## src/rtl/fifo_read_ctrl.sv

```systemverilog
// Drain-side controller for fifo_sync: pops the FIFO into a 2-entry output buffer and
// presents it as a valid/ready stream with packet-last tagging. Optional stats: FIFO_RD_STATS_EN.
module fifo_read_ctrl #(
  parameter int BIT_WIDTH = 8,
  parameter int PKT_LEN   = 16
) (
  input  logic                 clk,
  input  logic                 rst,
  input  logic                 drain_en,
  input  logic                 fifo_empty,
  input  logic [BIT_WIDTH-1:0] fifo_read_data,
  output logic                 fifo_read_en,
  output logic                 out_valid,
  input  logic                 out_ready,
  output logic [BIT_WIDTH-1:0] out_data,
  output logic                 out_last,
  output logic [31:0]          stat_words,
  output logic [31:0]          stat_stalls
);

  localparam logic [15:0] LAST_IDX = 16'(PKT_LEN - 1);

  logic [1:0]           cnt_reg, cnt_next;
  logic [BIT_WIDTH-1:0] data_reg [2];
  logic [BIT_WIDTH-1:0] data_next [2];
  logic                 last_reg [2];
  logic                 last_next [2];
  logic [15:0]          push_idx_reg, push_idx_next;
  logic [15:0]          pkt_idx_reg, pkt_idx_next;
  logic                 push, pop;

  // Read issue never depends on out_ready, so the FIFO pop path stays short.
  assign fifo_read_en = drain_en & ~fifo_empty & (cnt_reg != 2'd2) & ~rst;
  assign push         = fifo_read_en;
  assign out_valid    = (cnt_reg != 2'd0);
  assign pop          = out_valid & out_ready;
  assign out_data     = data_reg[0];
  assign out_last     = last_reg[0];

  always_comb begin
    cnt_next      = cnt_reg + 2'(push) - 2'(pop);
    data_next     = data_reg;
    last_next     = last_reg;
    push_idx_next = push_idx_reg;
    pkt_idx_next  = pkt_idx_reg;

    if (pop) begin
      data_next[0] = data_reg[1];
      last_next[0] = last_reg[1];
    end

    // The tail is slot 0 when the buffer is (or is becoming) empty, else slot 1.
    if (push) begin
      if ((cnt_reg == 2'd0) || ((cnt_reg == 2'd1) && pop)) begin
        data_next[0] = fifo_read_data;
        last_next[0] = (push_idx_reg == LAST_IDX);
      end else begin
        data_next[1] = fifo_read_data;
        last_next[1] = (push_idx_reg == LAST_IDX);
      end
      push_idx_next = (push_idx_reg == LAST_IDX) ? 16'd0 : push_idx_reg + 16'd1;
    end

    if (pop) begin
      pkt_idx_next = (pkt_idx_reg == LAST_IDX) ? 16'd0 : pkt_idx_reg + 16'd1;
    end
  end

  always_ff @(posedge clk) begin
    if (rst) begin
      cnt_reg      <= 2'd0;
      data_reg[0]  <= '0;
      data_reg[1]  <= '0;
      last_reg[0]  <= 1'b0;
      last_reg[1]  <= 1'b0;
      push_idx_reg <= 16'd0;
      pkt_idx_reg  <= 16'd0;
    end else begin
      cnt_reg      <= cnt_next;
      data_reg     <= data_next;
      last_reg     <= last_next;
      push_idx_reg <= push_idx_next;
      pkt_idx_reg  <= pkt_idx_next;
    end
  end

`ifdef FIFO_RD_STATS_EN
  logic [31:0] stat_words_reg, stat_stalls_reg;

  always_ff @(posedge clk) begin
    if (rst) begin
      stat_words_reg  <= 32'd0;
      stat_stalls_reg <= 32'd0;
    end else begin
      if (pop) stat_words_reg <= stat_words_reg + 32'd1;
      if (out_valid && !out_ready) stat_stalls_reg <= stat_stalls_reg + 32'd1;
    end
  end

  assign stat_words  = stat_words_reg;
  assign stat_stalls = stat_stalls_reg;
`else
  assign stat_words  = 32'd0;
  assign stat_stalls = 32'd0;
`endif

endmodule
```

## config.mk

```make
export PLATFORM = sky130hd
export DESIGN_NAME = fifo_read_ctrl
export DESIGN_NICKNAME = d
export VERILOG_FILES = /design/src/rtl/fifo_read_ctrl.sv
export SDC_FILE = /design/constraint.sdc
export NUM_CORES = 1
export LEC_CHECK = 0
export BUFFER_PORTS_ARGS = -buffer_cell sky130_fd_sc_hd__buf_2
export CAP_MARGIN = 10
export CORE_ASPECT_RATIO = 1.5
export CORE_MARGIN = 2
export CORE_UTILIZATION = 44
export CTS_CLUSTER_SIZE = 24
export DETAILED_ROUTE_END_ITERATION = 8
export PLACE_DENSITY = 0.79
export SLEW_MARGIN = 20
export SYNTH_ARGS = -nofsm -noshare
export SYNTH_HDL_FRONTEND = slang
export SYNTH_SLANG_ARGS = --single-unit
```

## constraint.sdc

```tcl
create_clock -name clk -period 2.05 [get_ports clk]
set_clock_uncertainty 0.2 [all_clocks]
set_input_delay 0.205 -clock clk [delete_from_list [all_inputs] [get_ports clk]]
set_output_delay 0.205 -clock clk [all_outputs]
set_load 0.02 [all_outputs]
```

# After elaboration in Yosys (flattened, before gate mapping)
# Cells that the tools add are included.
# Widths: inputs -> output; s select.
dict set report op_classes {
  div_mod_pow 0
  n_addsub 3
  n_bitwise 7
  n_mul 0
  eq_ne 3
  n_shift 0
  muxes 9
  reduce_logical 5
  magnitude_cmp 0
}
# operator n
set op_table {}
lappend op_table {{$mux 16} 2}
lappend op_table {{$mux 8} 3}
lappend op_table {{$add 16x1->16 const B} 1}
lappend op_table {{$eq 16x4->1 const B} 1}
lappend op_table {{$and 1x1->1} 4}
lappend op_table {{$mux 1} 3}
lappend op_table {{$not 1->1} 3}
lappend op_table {{$add 2x1->2} 1}
lappend op_table {{$eq 2x1->1 const B} 1}
lappend op_table {{$logic_not 2->1} 1}
lappend op_table {{$mux 2} 1}
lappend op_table {{$ne 2x2->1 const B} 1}
lappend op_table {{$reduce_and 2->1} 1}
lappend op_table {{$reduce_bool 2->1} 1}
lappend op_table {{$sub 2x1->2} 1}
lappend op_table {{$logic_and 1x1->1} 1}
lappend op_table {{$logic_or 1x1->1} 1}
dict set report totals {
  wordCells 33
  n_memories 0
  mem_bits_rw 0
  ff_bits 36
  out_inout_bits 75
  romBits 0
  input_bits 13
  latch_bits 0
}

# Longest topological paths before layout
dict set report depth {
  depth_word 6
  depth_mapped 10
}

# Worst setup path after synthesis
# No wires, ideal clock.
dict set report synth_timing {
  kind {register -> register}
  from {register cnt_reg[1]}
  to {register cnt_reg[1]}
  arrival_ns 2.050
  n_path_buf 1
  synth_period_minus_slack_ns 2.377
  setup_slack_ns -0.327
  stages_incl_launch_ff 11
  path_cell_list {dfxtp_1 or2_2 clkbuf_1 nand2_1 inv_1 ha_1 inv_1 ha_1 xor2_1 xnor2_1 nor2_1}
}
dict set report synth_between {
  word_cells_on_any_way 7
  classes_between {2 x add/sub; 1 x eq/ne; 3 x bitwise; 1 x reduce/logical}
}
# element line_no
set synth_lines {}
lappend synth_lines {{start, declared} 23} ;# logic [1:0] cnt_reg, cnt_next;
lappend synth_lines {{start signal, assigned} 79} ;# cnt_reg <= cnt_next;
lappend synth_lines {{$reduce_bool 2->1} 35} ;# assign out_valid = (cnt_reg != 2'd0);
lappend synth_lines {{net out_valid} 13} ;# output logic out_valid,
lappend synth_lines {{$and 1x1->1} 36} ;# assign pop = out_valid & out_ready;
lappend synth_lines {{$sub 2x1->2} 41} ;# cnt_next = cnt_reg + 2'(push) - 2'(pop);
# The timed path passes the listed nets, and every way through them passes these cells.
# A chain may end at the register's enable or synchronous reset.

# Worst setup path after layout
dict set report layout_timing {
  from {register push_idx_reg[1]}
  to {register push_idx_reg[14]}
}
dict set report layout_between {
  elab_chain_len 2
  word_cells_on_any_way 3
  classes_between {1 x add/sub; 1 x eq/ne; 1 x mux}
}
# element line_no
set layout_rtl {}
lappend layout_rtl {{start, declared} 28} ;# logic [15:0] push_idx_reg, push_idx_next;
lappend layout_rtl {{start signal, assigned} 82} ;# push_idx_reg <= push_idx_next;
lappend layout_rtl {{$add 16x1->16 / $eq 16x4->1 (equally long branches)} 61} ;# push_idx_next = (push_idx_reg == LAST_IDX) ? 16'd0 : push_idx_reg + 16'd1;
lappend layout_rtl {{$mux 16 (*)} 61}
# Every way passes the cells marked *; elsewhere a longest branch is shown, timed or not.

==> results.py <==
metrics = {
    "global_route": {
        "antenna_found_initial": 0,
        "overflow": 0,
        "first_global_vias": 1462,
        "grt_first_pass_wirelength_um": 5892,
        "grt_start_max_net_pins": 21,
        "grt_usage_pct": 13.69,
    },
    "timing": {
        "post-route-period-util_pct": 95.95,
        "relSlewSlack_pct": 63.63,
        "fmax_ghz": 0.5084,
        "period_needed_ns": 1.967,
        "finalMaxSlewViolations": 0,
        "rsz0062_at_grt": "no",
        "worstMarginPinSlew_ns": 0.5456,
        "holdWs_ns": 0.08609,
        "setup_violations": 0,
        "hold_viol_final": 0,
    },
    "worst_hold_path": {
        "hp-class": "in -> reg",
    },
    "yosys": {
        "yosys.cell_count.top_type": "buf_4",
        "synth_seq_cells": 36,
        "postSynth.asyncResetShare_pct": 0,
        "yosysUniqueCellTypes": 38,
        "synth-adder-area-share_pct": 1.708,
        "synth_top_cell_by_area": "dfxtp_1",
        "synth_top_area_share_pct": 32.80,
        "syn_area_per_cell_um2": 8.516,
        "synthMuxAreaShare_pct": 8.200,
        "synthSimpleGateAreaFrac_pct": 17.31,
        "synth_area_leaders": "dfxtp_1 33%, buf_4 25%, mux2i_1 8.2%",
        "syn_area_um2": 2197,
        "synth_common_cells": "72 x buf_4, 36 x dfxtp_1, 26 x nor2_1",
        "syn_inst": 258,
        "synth_ff_type": "dfxtp_1",
        "synth-edff-count": 0,
        "synth_top_family_by_area": "buffers and inverters",
        "synth-compound-area-share_pct": 9.112,
        "yosys_warnings": 0,
        "synth-seq-area-share_pct": 32.80,
        "synth-xor-area-share_pct": 2.790,
    },
    "floorplan": {
        "ios": 88,
        "fp.dieArea_um2": 5586,
        "dieHeight_um": 90.55,
        "initial_core_util_pct": 45.68,
        "fp.dieW_um": 61.70,
        "core_um2": 4810,
        "num_rows": 31,
    },
    "flow_run": {
        "drv_cap": 0,
    },
    "placement": {
        "dp_hpwl_um": 2796,
        "numPortBuffers": 23,
        "place_congestion": 0.8738,
    },
    "cells_and_area": {
        "diodes": 0,
        "nFillCells": 448,
        "postLayoutCoreUtil_pct": 50.34,
        "area_growth_pct": 10.19,
        "drive_gt1_share_pct": 18.77,
        "largest_reg_flops": 16,
        "nNetsFinal": 308,
    },
    "clock_tree": {
        "path_clk_slew_ns": 0.08,
        "cts.sinks": 36,
        "cts_setup_buffers": 0,
        "clockBufferDepth": 2,
        "tritoncts": "yes",
        "clockRootBuffer": "clkbuf_8",
        "numCtsBuffers": 5,
        "clkLatencyLatePin_ns": 0.29,
        "htree_levels": 2,
    },
    "setup_path": {
        "cp.arrival_ns": 1.99,
        "critPathRequiredTime_ns": 2.07,
        "endpoint_kind": "flop",
        "critical_path_class": "reg -> reg",
        "startpoint_type": "flop",
        "reg2reg_slack_ns": 0.08,
        "crit_path_max_fanout": 6,
    },
    "power": {
        "ir_worst_vdd_mv": 0.3189,
        "p_per_area_nw_per_um2": 879.8,
        "p_leak_nw": 1.172,
    },
    "drt": {
        "num_vias": 1670,
        "wl_per_cell_um": 10.60,
        "finalWirelength_um": 3806,
        "drtIter0Drc": 71,
        "drtAntennaViolNets": 0,
        "drc": 0,
        "viasPerCell": 4.652,
        "first_pass_iters": 4,
    },
    "outcome": {
        "outcome": "finished, final reports clean",
    },
}
[final timing paths]
kind	startpoint	end	depth (start not counted)
setup / recovery	push_idx_reg[1]	push_idx_reg[14]	5
setup reg to reg	push_idx_reg[1]	push_idx_reg[14]	5
hold reg to reg	data_reg[0]	data_reg[0]	2
hold / removal	rst	push_idx_reg[12]	3
[cell families (layout without fill, tap and decap cells)]
family / after synthesis / count (layout)
AND/OR/NAND/NOR: 72 / 72
buffers and inverters: 89 / 61
other: 1 / 64
XOR/XNOR: 7 / 7
AO/OA/AOI/OAI: 32 / 32
adder cells (fa/ha/maj): 3 / 3
multiplexers: 18 / 18
flip-flops: 36 / 36
[cells in the final DEF, fill, tap and decap left out, types with 4 or more instances in the layout]
master	count
a211oi_1	9
a21oi_1	10
buf_2	23
buf_4	16
clkbuf_8	5
conb_1	64
dfxtp_1	34
dlygate4sd3_1	8
inv_1	6
mux2i_1	18
nand2_1	7
nand3_1	7
nor2_1	25
nor4_1	7
o21ai_0	6
xnor2_1	4
[where the power goes]
group          internal, mW  switching (mW)  leakage (nW)
clock network         0.608           0.251        0.0784
logic                 0.186           0.316         0.802
registers             0.739          0.0292         0.292
total                  1.53           0.596          1.17
[what timing repair did]
| item | 4_1_cts | 5_1_grt |
|---|---|---|
| resized for setup | 0 | 5 |
| endpoints found under the setup margin | 0 | 4 |
| hold buffers | 8 | 0 |
| endpoints found under the hold margin | 8 | 0 |
[through the flow]
| stage | worst slack [ns] | area, um^2 | instances | total power, mW | TNS (ns) |
|---|---|---|---|---|---|
| 2_1_floorplan | -0.08469 | 2456 | 321 | 1.265 | -0.1296 |
| 3_3_place_gp | 0.01132 | 2171 | 343 | 1.249 | 0 |
| 3_5_place_dp | -0.01718 | 2171 | 343 | 1.261 | -0.01718 |
| 4_1_cts | 0.01393 | 2410 | 359 | 2.138 | 0 |
| 5_1_grt | 0.01896 | 2421 | 359 | 2.233 | 0 |
| 6_report | 0.08310 | 2421 | 359 | 2.130 | 0 |
[metal layers]
metal,track usage [%],routed length [um],vias up
met5,0,0,-
met4,6.915,109,0
met3,3.438,250,11
met2,24.74,2019,80
met1,13.35,1427,762
li1,-,-,817
[critical path, cell delays in order, from the launching register on]
cell	delay [ns]
dfxtp_2	0.35
ha_2	0.21
nand2_1	0.06
or4_4	0.55
or4_1	0.41
a21oi_1	0.13
[cell type report]
cell class                 count  area (um^2)  area share [%]
multi-input combinational    196         1119           46.20
timing repair buffer          47        315.3           13.02
clock inverter                 3        90.09           3.721
tap                           66        82.58           3.411
inverter                       6        22.52          0.9302
clock buffer                   5        68.82           2.842
sequential                    36        723.2           29.87
Note: power is estimated with default switching activity, not from simulation.
